--- src/rtl/i2c_target_regmap.sv ---
// i2c_target_regmap: system-clocked I2C target bridging a filtered I2C bus to a regmap port
module i2c_target_regmap #(
    parameter logic [6:0] SLAVE_ID   = 7'h24,
    parameter int         ADDR_BYTES = 1,
    parameter int         FILTER_LEN = 3,
    parameter bit         AUTO_INC   = 1'b1
) (
    input  logic                    clk,
    input  logic                    rst_n,
    input  logic                    scl_in,
    input  logic                    sda_in,
    output logic                    sda_oe,
    output logic                    i2c_active,
    output logic                    wr_en,
    output logic                    rd_en,
    output logic [8*ADDR_BYTES-1:0] addr,
    output logic [7:0]              wdata,
    output logic                    wr_strobe,
    output logic                    rd_strobe,
    input  logic [7:0]              rdata
);
    localparam int AW = 8 * ADDR_BYTES;

    typedef enum logic [3:0] {
        IDLE, DEV_ADDR, DEV_ACK, REG_ADDR, ADDR_ACK,
        WR_DATA, WR_ACK, RD_DATA, RD_ACK, IGNORE
    } state_t;

    state_t st, st_nxt;
    logic [1:0] s1, s2, filt, filt_d;
    logic [3:0] fcnt [2];
    logic scl_f, sda_f, scl_rise, scl_fall, sda_rise, sda_fall, start, stop, bus_ev;
    logic [3:0] bitcnt;
    logic [1:0] abyte;
    logic ack_ph, nack, rw, rd_pend;
    logic [7:0] sh, tx, byte_in;
    logic [AW-1:0] abuf, addr_full;
    logic rx_st, ack_st, byte_done, ack_end, id_match, last_abyte;

    // Synchronise both lines and only accept a new level after FILTER_LEN stable samples
    always_ff @(posedge clk or negedge rst_n) begin
        if (!rst_n) begin
            s1      <= '1;
            s2      <= '1;
            filt    <= '1;
            filt_d  <= '1;
            fcnt[0] <= '0;
            fcnt[1] <= '0;
        end else begin
            s1     <= {sda_in, scl_in};
            s2     <= s1;
            filt_d <= filt;
            for (int i = 0; i < 2; i++) begin
                if (s2[i] == filt[i]) fcnt[i] <= '0;
                else if (fcnt[i] == 4'(FILTER_LEN - 1)) begin
                    filt[i] <= s2[i];
                    fcnt[i] <= '0;
                end else fcnt[i] <= fcnt[i] + 4'd1;
            end
        end
    end

    assign scl_f    = filt[0];
    assign sda_f    = filt[1];
    assign scl_rise = filt[0] & ~filt_d[0];
    assign scl_fall = ~filt[0] & filt_d[0];
    assign sda_rise = filt[1] & ~filt_d[1];
    assign sda_fall = ~filt[1] & filt_d[1];
    assign start    = sda_fall & scl_f;
    assign stop     = sda_rise & scl_f;
    assign bus_ev   = start | stop;

    // State register
    always_ff @(posedge clk or negedge rst_n) begin
        if (!rst_n) st <= IDLE;
        else st <= st_nxt;
    end

    // Next-state: bus conditions override everything, then per-state byte/ack progress
    always_comb begin
        st_nxt = st;
        if (start) st_nxt = DEV_ADDR;
        else if (stop) st_nxt = IDLE;
        else begin
            case (st)
                DEV_ADDR: if (byte_done) st_nxt = id_match ? DEV_ACK : IGNORE;
                DEV_ACK:  if (ack_end) st_nxt = rw ? RD_DATA : REG_ADDR;
                REG_ADDR: if (byte_done) st_nxt = ADDR_ACK;
                ADDR_ACK: if (ack_end) st_nxt = (abyte == 2'(ADDR_BYTES)) ? WR_DATA : REG_ADDR;
                WR_DATA:  if (byte_done) st_nxt = WR_ACK;
                WR_ACK:   if (ack_end) st_nxt = WR_DATA;
                RD_DATA:  if (scl_fall && bitcnt == 4'd8) st_nxt = RD_ACK;
                RD_ACK:   if (scl_fall && ack_ph) st_nxt = nack ? IGNORE : RD_DATA;
                default:  ;
            endcase
        end
    end

    // Output decode: per-clk control conditions consumed by the datapath
    always_comb begin
        rx_st      = (st == DEV_ADDR) || (st == REG_ADDR) || (st == WR_DATA);
        ack_st     = (st == DEV_ACK) || (st == ADDR_ACK) || (st == WR_ACK);
        byte_in    = {sh[6:0], sda_f};
        byte_done  = rx_st && scl_rise && bitcnt == 4'd7;
        ack_end    = ack_st && scl_fall && ack_ph;
        id_match   = byte_in[7:1] == SLAVE_ID;
        last_abyte = abyte == 2'(ADDR_BYTES - 1);
        addr_full  = (abuf << 8) | AW'(byte_in);
    end

    // Datapath: shift registers, address, strobes and the open-drain SDA driver
    always_ff @(posedge clk or negedge rst_n) begin
        if (!rst_n) begin
            sda_oe     <= 1'b0;
            i2c_active <= 1'b0;
            wr_en      <= 1'b0;
            rd_en      <= 1'b0;
            addr       <= '0;
            wdata      <= '0;
            wr_strobe  <= 1'b0;
            rd_strobe  <= 1'b0;
            bitcnt     <= '0;
            abyte      <= '0;
            ack_ph     <= 1'b0;
            nack       <= 1'b0;
            rw         <= 1'b0;
            rd_pend    <= 1'b0;
            sh         <= '0;
            tx         <= '0;
            abuf       <= '0;
        end else begin
            wr_strobe <= 1'b0;
            rd_strobe <= 1'b0;
            if (wr_strobe && AUTO_INC) addr <= addr + AW'(1);
            if (bus_ev) begin
                sda_oe     <= 1'b0;
                i2c_active <= start;
                wr_en      <= 1'b0;
                rd_en      <= 1'b0;
                bitcnt     <= '0;
                abyte      <= '0;
                ack_ph     <= 1'b0;
                rd_pend    <= 1'b0;
            end else begin
                if (rx_st && scl_rise) begin
                    sh     <= byte_in;
                    bitcnt <= bitcnt + 4'd1;
                end
                if (byte_done && st == DEV_ADDR && id_match) begin
                    rw    <= sda_f;
                    wr_en <= ~sda_f;
                    rd_en <= sda_f;
                end
                if (byte_done && st == REG_ADDR) begin
                    abyte <= abyte + 2'd1;
                    abuf  <= addr_full;
                    if (last_abyte) addr <= addr_full;
                end
                if (byte_done && st == WR_DATA) begin
                    wdata     <= byte_in;
                    wr_strobe <= 1'b1;
                end
                if (ack_st && scl_fall) begin
                    sda_oe <= ~ack_ph;
                    ack_ph <= ~ack_ph;
                    if (ack_ph) bitcnt <= '0;
                end
                if (ack_end && st == DEV_ACK && rw) rd_pend <= 1'b1;
                if (st == RD_DATA && scl_rise) bitcnt <= bitcnt + 4'd1;
                if (st == RD_DATA && scl_fall) begin
                    tx     <= tx << 1;
                    sda_oe <= (bitcnt == 4'd8) ? 1'b0 : ~tx[6];
                end
                if (st == RD_ACK && scl_rise) begin
                    nack   <= sda_f;
                    ack_ph <= 1'b1;
                end
                if (st == RD_ACK && scl_fall && ack_ph) begin
                    ack_ph <= 1'b0;
                    if (!nack) begin
                        rd_pend <= 1'b1;
                        if (AUTO_INC) addr <= addr + AW'(1);
                    end
                end
                if (rd_pend) begin
                    rd_pend   <= 1'b0;
                    rd_strobe <= 1'b1;
                    tx        <= rdata;
                    sda_oe    <= ~rdata[7];
                    bitcnt    <= '0;
                end
            end
        end
    end
endmodule

--- config.mk ---
export PLATFORM = sky130hd
export DESIGN_NAME = i2c_target_regmap
export DESIGN_NICKNAME = d
export VERILOG_FILES = /design/src/rtl/i2c_target_regmap.sv
export SDC_FILE = /design/constraint.sdc
export NUM_CORES = 1
export LEC_CHECK = 0
export ABC_AREA = 1
export CORE_ASPECT_RATIO = 1.25
export CORE_MARGIN = 2
export CORE_UTILIZATION = 40
export DETAILED_ROUTE_END_ITERATION = 6
export GPL_TIMING_DRIVEN = 0
export PLACE_DENSITY = 0.55
export SLEW_MARGIN = 40
export SYNTH_ARGS = -nofsm -noshare
export SYNTH_HDL_FRONTEND = slang
export SYNTH_SLANG_ARGS = --single-unit
--- constraint.sdc ---
create_clock -name clk -period 2.1 [get_ports clk]
set_input_delay 0.315 -clock clk [delete_from_list [all_inputs] [get_ports clk]]
set_output_delay 0.315 -clock clk [all_outputs]
set_load 0.02 [all_outputs]
### Word level (Yosys, flattened, before mapping)

Index checks and enable logic that the tools add are counted.

| word-level totals | value |
|---|---|
| register bits after elaboration | 66 |
| latch bits | 0 |
| bits in writable memories | 0 |
| ROM bits | 0 |
| input bits | 12 |
| output and inout bits | 22 |
| word-level logic and storage cells | 162 |
| memories | 0 |

| operators by class | value |
|---|---|
| add/subtract/negate cells | 5 |
| multipliers | 0 |
| div/mod/pow operators | 0 |
| $lt $le $gt $ge | 0 |
| eq/ne operators | 24 |
| shift operators | 0 |
| multiplexer cells | 56 |
| bitwise gates (word level) | 17 |
| reductions and logical operators | 36 |

Operator list:

| kind | number |
|---|---|
| 4-bit 2-to-1 mux | 22 |
| 8-bit 2-to-1 mux | 6 |
| 4-bit inequality test (second input constant) | 8 |
| 4-bit case mux with 8 select lines | 1 |
| 1-bit 2-to-1 mux | 21 |
| 4-bit by 3-bit == test with 1-bit output (second input constant) | 5 |
| 1-bit logical AND | 17 |
| 4-bit by 2-bit == test with 1-bit output (second input constant) | 4 |
| 7-bit 2-to-1 mux | 2 |
| 2-bit AND reduction | 7 |
| 4-bit by 1-bit adder with 4-bit output (second input constant) | 3 |
| 1-bit NOT | 10 |
| 10-bit nonzero test | 1 |
| 9-bit AND reduction | 1 |
| 8-bit by 1-bit adder with 8-bit output (second input constant) | 1 |
| 4-bit == test (second input constant) | 2 |
| 4-bit nonzero test | 2 |
| 7-bit by 6-bit == test with 1-bit output (second input constant) | 1 |
| 1-bit AND | 6 |
| 3-bit 2-to-1 mux | 2 |
| 2-bit nonzero test | 3 |
| 4-bit by 1-bit == test with 1-bit output (second input constant) | 1 |
| 1-bit logical OR | 4 |
| 2-bit 2-to-1 mux | 2 |
| 5 further kinds | 6 |

### Logic depth before layout (Yosys ltp)

| logic depth | value |
|---|---|
| word-level depth | 12 |
| depth in mapped cells | 12 |
| depth with buffers taken out | 12 |

### Worst setup path after synthesis

No wires, ideal clock.

| timing | value |
|---|---|
| path kind | register -> register |
| start point | reg addr[0] |
| end point | reg addr[6] |
| data arrival time | 1.493 ns |
| data required time | 1.983 ns |
| path slack | 0.490 ns |
| cell stages (with the launch flop) | 11 |
| path buffers | 0 |
| path through | dfrtp_1 -> ha_1 -> nand3_1 -> o21ai_0 -> nand3_1 -> nand2_1 -> nand2_1 -> nand2_1 -> nand2_1 -> nand2_1 -> nand2_1 |

| between the ends | value |
|---|---|
| longest elaborated chain between the ends | 7 |

Ends and longest elaborated chain:

| what | RTL line | RTL |
|---|---|---|
| start: declaration | 16 | `output logic [8*ADDR_BYTES-1:0] addr,` |
| start signal: assignment | 134 | `if (wr_strobe && AUTO_INC) addr <= addr + AW'(1);` |
| start signal: assignment | 157 | `if (last_abyte) addr <= addr_full;` |
| start signal: assignment | 182 | `if (AUTO_INC) addr <= addr + AW'(1);` |
| 8-bit by 1-bit adder with 8-bit output * | 134, 182 |  |
| 8-bit 2-to-1 mux | 134 |  |
| 8-bit 2-to-1 mux | 157 |  |
| 8-bit 2-to-1 mux | 154 | `if (byte_done && st == REG_ADDR) begin` |
| 8-bit 2-to-1 mux | 180 | `if (!nack) begin` |
| 8-bit 2-to-1 mux | 178 | `if (st == RD_ACK && scl_fall && ack_ph) begin` |
| 8-bit 2-to-1 mux * | 135 | `if (bus_ev) begin` |

Mark *: on every way between the ends. The rest lies on a longest branch, timed or not.
A chain may end at the register's enable or synchronous reset.

### Final worst setup path

| timing | value |
|---|---|
| start point | reg filt[1] |
| end point | reg sh[6] |

| between the ends | value |
|---|---|
| longest elaborated chain between the ends | 6 |
| elaborated cells between the ends (all ways) | 8 |
| those cells by class | bitwise: 7; reduce/logical: 1 |

Ends and longest elaborated chain:

| what | RTL line | RTL |
|---|---|---|
| start: declaration | 30 | `logic [1:0] s1, s2, filt, filt_d;` |
| start signal: indexed assignment | 56 | `filt[i] <= s2[i];` |
| 1-bit NOT | 68 | `assign sda_fall = ~filt[1] & filt_d[1];` |
| 1-bit AND | 68 |  |
| 1-bit AND | 69 | `assign start = sda_fall & scl_f;` |
| 1-bit OR * | 71 | `assign bus_ev = start \| stop;` |
| 1-bit NOT (no source line) * | - |  |
| 2-bit AND reduction (no source line) * | - |  |
| end signal: assignment | 146 | `sh <= byte_in;` |
| end: declaration | 36 | `logic [7:0] sh, tx, byte_in;` |

Marks and branches as above.

==> out/metrics.yaml <==
finalSetupViolCount: 0
swShare_pct: 39.63
stdcell_count: 651
rsz0062_at_grt: "no"
leakage_nw: 2.173
slowest_stage: "dfstp_2"
synth_nets: 492
n_antenna_cell: 0
synth_simple_gate_area_share_pct: 33.12
power.internal_mw: 3.244
ir_drop_mv: 0.6024
critPathMaxFanout: 10
path_cells: "inv_2 -> nand3_1 -> nand2_4 -> inv_4 -> nand3_2 -> buf_2 -> nand2_1 -> o21ai_0"
core-area_um2: 9027
wirelength_mm: 8.361
critical_path.top_delay_family: "flip-flops"
synth_compound_area_share_pct: 10.82
ys_types: 38
vias: 3192
area_growth_pct: 23.28
critPathKind: "flop to flop"
htreeDepth: 3
grt-ovfl-total: 0
dp.cells: 628
max_freq_mhz: 536.4
drive_above_1_share_pct: 13.26
initial_core_util_pct: 40.72
yosysTopAreaCellShare_pct: 39.48
clockBufferDepth: 2
antenna_found_initial: 0
maxSlewViolCount: 0
startpoint_type: "flop"
synth_top_family_by_area: "simple AND/OR/NAND/NOR gates"
layout_commonest_cell: "nand2_1"
avgSynthCellArea_um2: 7.805
cts_made_buffers: 9
utilization_pct: 50.20
crit_path_end_kind: "flop"
yosysSeqAreaShare_pct: 45.20
gp_congestion: 0.8734
critPathBufInv: 3
synthCells: 471
viasPerCell: 4.903
die_y_um: 111.2
hold_slack_ps: 353.9
dp_hpwl_mm: 6.094
hold_class: "flop to flop"
max_cap_viol_count: 0
portBuffers: 33
route.detailed.drc: 0
initialDrtViolationCount: 151
synth_mux_area_share_pct: 0
wl_per_cell_um: 12.84
grt_max_degree: 54
status: "complete, no violations"
fin_crit_sh_pct: 88.78
cts.sinks: 66
period_needed_ps: 1864
clk_pin_slew_ps: 60
n_fill_cell: 870
synth-seq-cells: 66
ant_nets: 0
p_sw_mw: 2.129
hold_violations: 0
synth_area_um2: 3676
clkPwrFrac_pct: 26.9
cts_tree: "yes"
crit_arrival_ps: 2070
ioPinCount: 34
drt_pass1_iterations: 4
synth_area_leaders: "dfrtp_1, nand2_1, nand3_1"
cts-root-buf: "clkbuf_16"
synth-xor-area-share_pct: 1.191
synth.largest_area_cell: "dfrtp_1"
grt_usage_pct: 18.23
rows: 39
nNetsFinal: 544
critPathRequiredTime_ps: 2300
powerDensity_nw_per_um2: 1186
power_frac_seq_pct: 35.2
grt_pass1_vias: 3115
die_x_um: 89.75
worst_slew_margin_rel_pct: 76.41
max_stage_delay_ps: 620
die_area_um2: 9978
final_cell_mix: "nand2_1, dfrtp_1, nand3_1"
grt_first_pass_wirelength_mm: 14.59
p_comb_share_pct: 37.9
worstMarginPinSlew_ps: 350.1
clk_latency_ps: 330
synth-adder-area-share_pct: 3.063
ys_warn_count: 0
finClkSkew_ps: 14.78
## per-layer routing
metal	vias up	share of wire [%]	GRT usage (%)
li1	1635	-	-
met1	1497	44	21.46
met2	53	51	31.72
met3	7	3.0	4.283
met4	0	1.5	7.897
met5	-	0	0
## through the flow
step	total power [mW]	instance area (um^2)	TNS [ps]	setup slack, ps
2_1_floorplan	3.300	3676	0	489.9
3_3_place_gp	3.889	4160	-100840	-1628
3_5_place_dp	3.920	4189	-6.967	-6.967
4_1_cts	5.395	4482	0	30.68
5_1_grt	5.829	4532	0	60.35
6_report	5.374	4532	0	235.7
## Yosys cell counts
cell type,count
buf_2,3
o2111ai_1,1
nand4_4,1
o211ai_1,1
inv_2,4
nand2_4,2
dfrtp_1,58
ha_1,9
xor2_1,2
o22a_1,1
o21ai_2,8
xnor2_1,3
o21ai_0,31
and3_1,1
o21ai_1,1
a31oi_1,10
nor3_1,3
nor2_2,2
a21oi_4,1
nor2_4,6
nand2_1,154
nand3_2,1
dfstp_2,8
buf_6,2
a21oi_2,1
clkbuf_1,2
clkinv_1,2
inv_1,45
nand4_2,3
nor4_2,1
nand2_2,3
nand3_1,46
nor2_1,38
a21oi_1,11
nand4_1,2
and2_1,2
nand3_4,1
inv_4,1
## cell type report
cell class	instances	area [um^2]	share of cell area, %
timing repair buffer	41	414.1	9.139
tap	123	153.9	3.396
buffer	7	46.29	1.022
inverter	52	197.7	4.362
multi-input combinational	346	1777	39.20
clock buffer	12	236.5	5.218
clock inverter	4	45.04	0.9939
sequential	66	1662	36.66
## what timing repair did
action                                  in CTS  in global routing
resized for setup                            1                  1
hold endpoints to repair                    13                  0
buffers inserted                             0                  6
pin swaps                                    0                  2
endpoints found under the setup margin       2                 28
hold buffers                                 1                  0
## state kept, by name (all words and copies together) (netlist names), 4 cells and up
register / count
addr: 8
fcnt: 8
wdata: 8
sh: 7
tx: 7
bitcnt: 4
st: 4
## logic make-up after synthesis
logic type      after synthesis
xor+xnor                      5
buf+inv                      59
fa+ha+maj                     9
simple gates                266
flops                        66
compound gates               66
## path summary, 6_finish.rpt
| check | startpoint | endpoint | slack [ps] | depth (start not counted) |
|---|---|---|---|---|
| min in group asynchronous | rst_n | wdata[3] | 370 | 2 |
| hold reg to reg | s1[0] | s2[0] | 350 | 0 |
| max in group asynchronous | rst_n | filt_d[0] | 1180 | 3 |
| setup / recovery | filt[1] | sh[6] | 240 | 8 |
| hold / removal | s1[0] | s2[0] | 350 | 0 |
| setup reg to reg | filt[1] | sh[6] | 240 | 8 |
## power groups by stage
stage	registers, mW	clock network (mW)	logic [mW]
after CTS	1.90	1.48	2.02
after detailed placement	1.91	0	2.01
after floorplan	1.93	0	1.37
after global routing	1.94	1.56	2.33
after global placement	1.91	0	1.98
final	1.89	1.45	2.03
(Power assumes the default switching activity.)
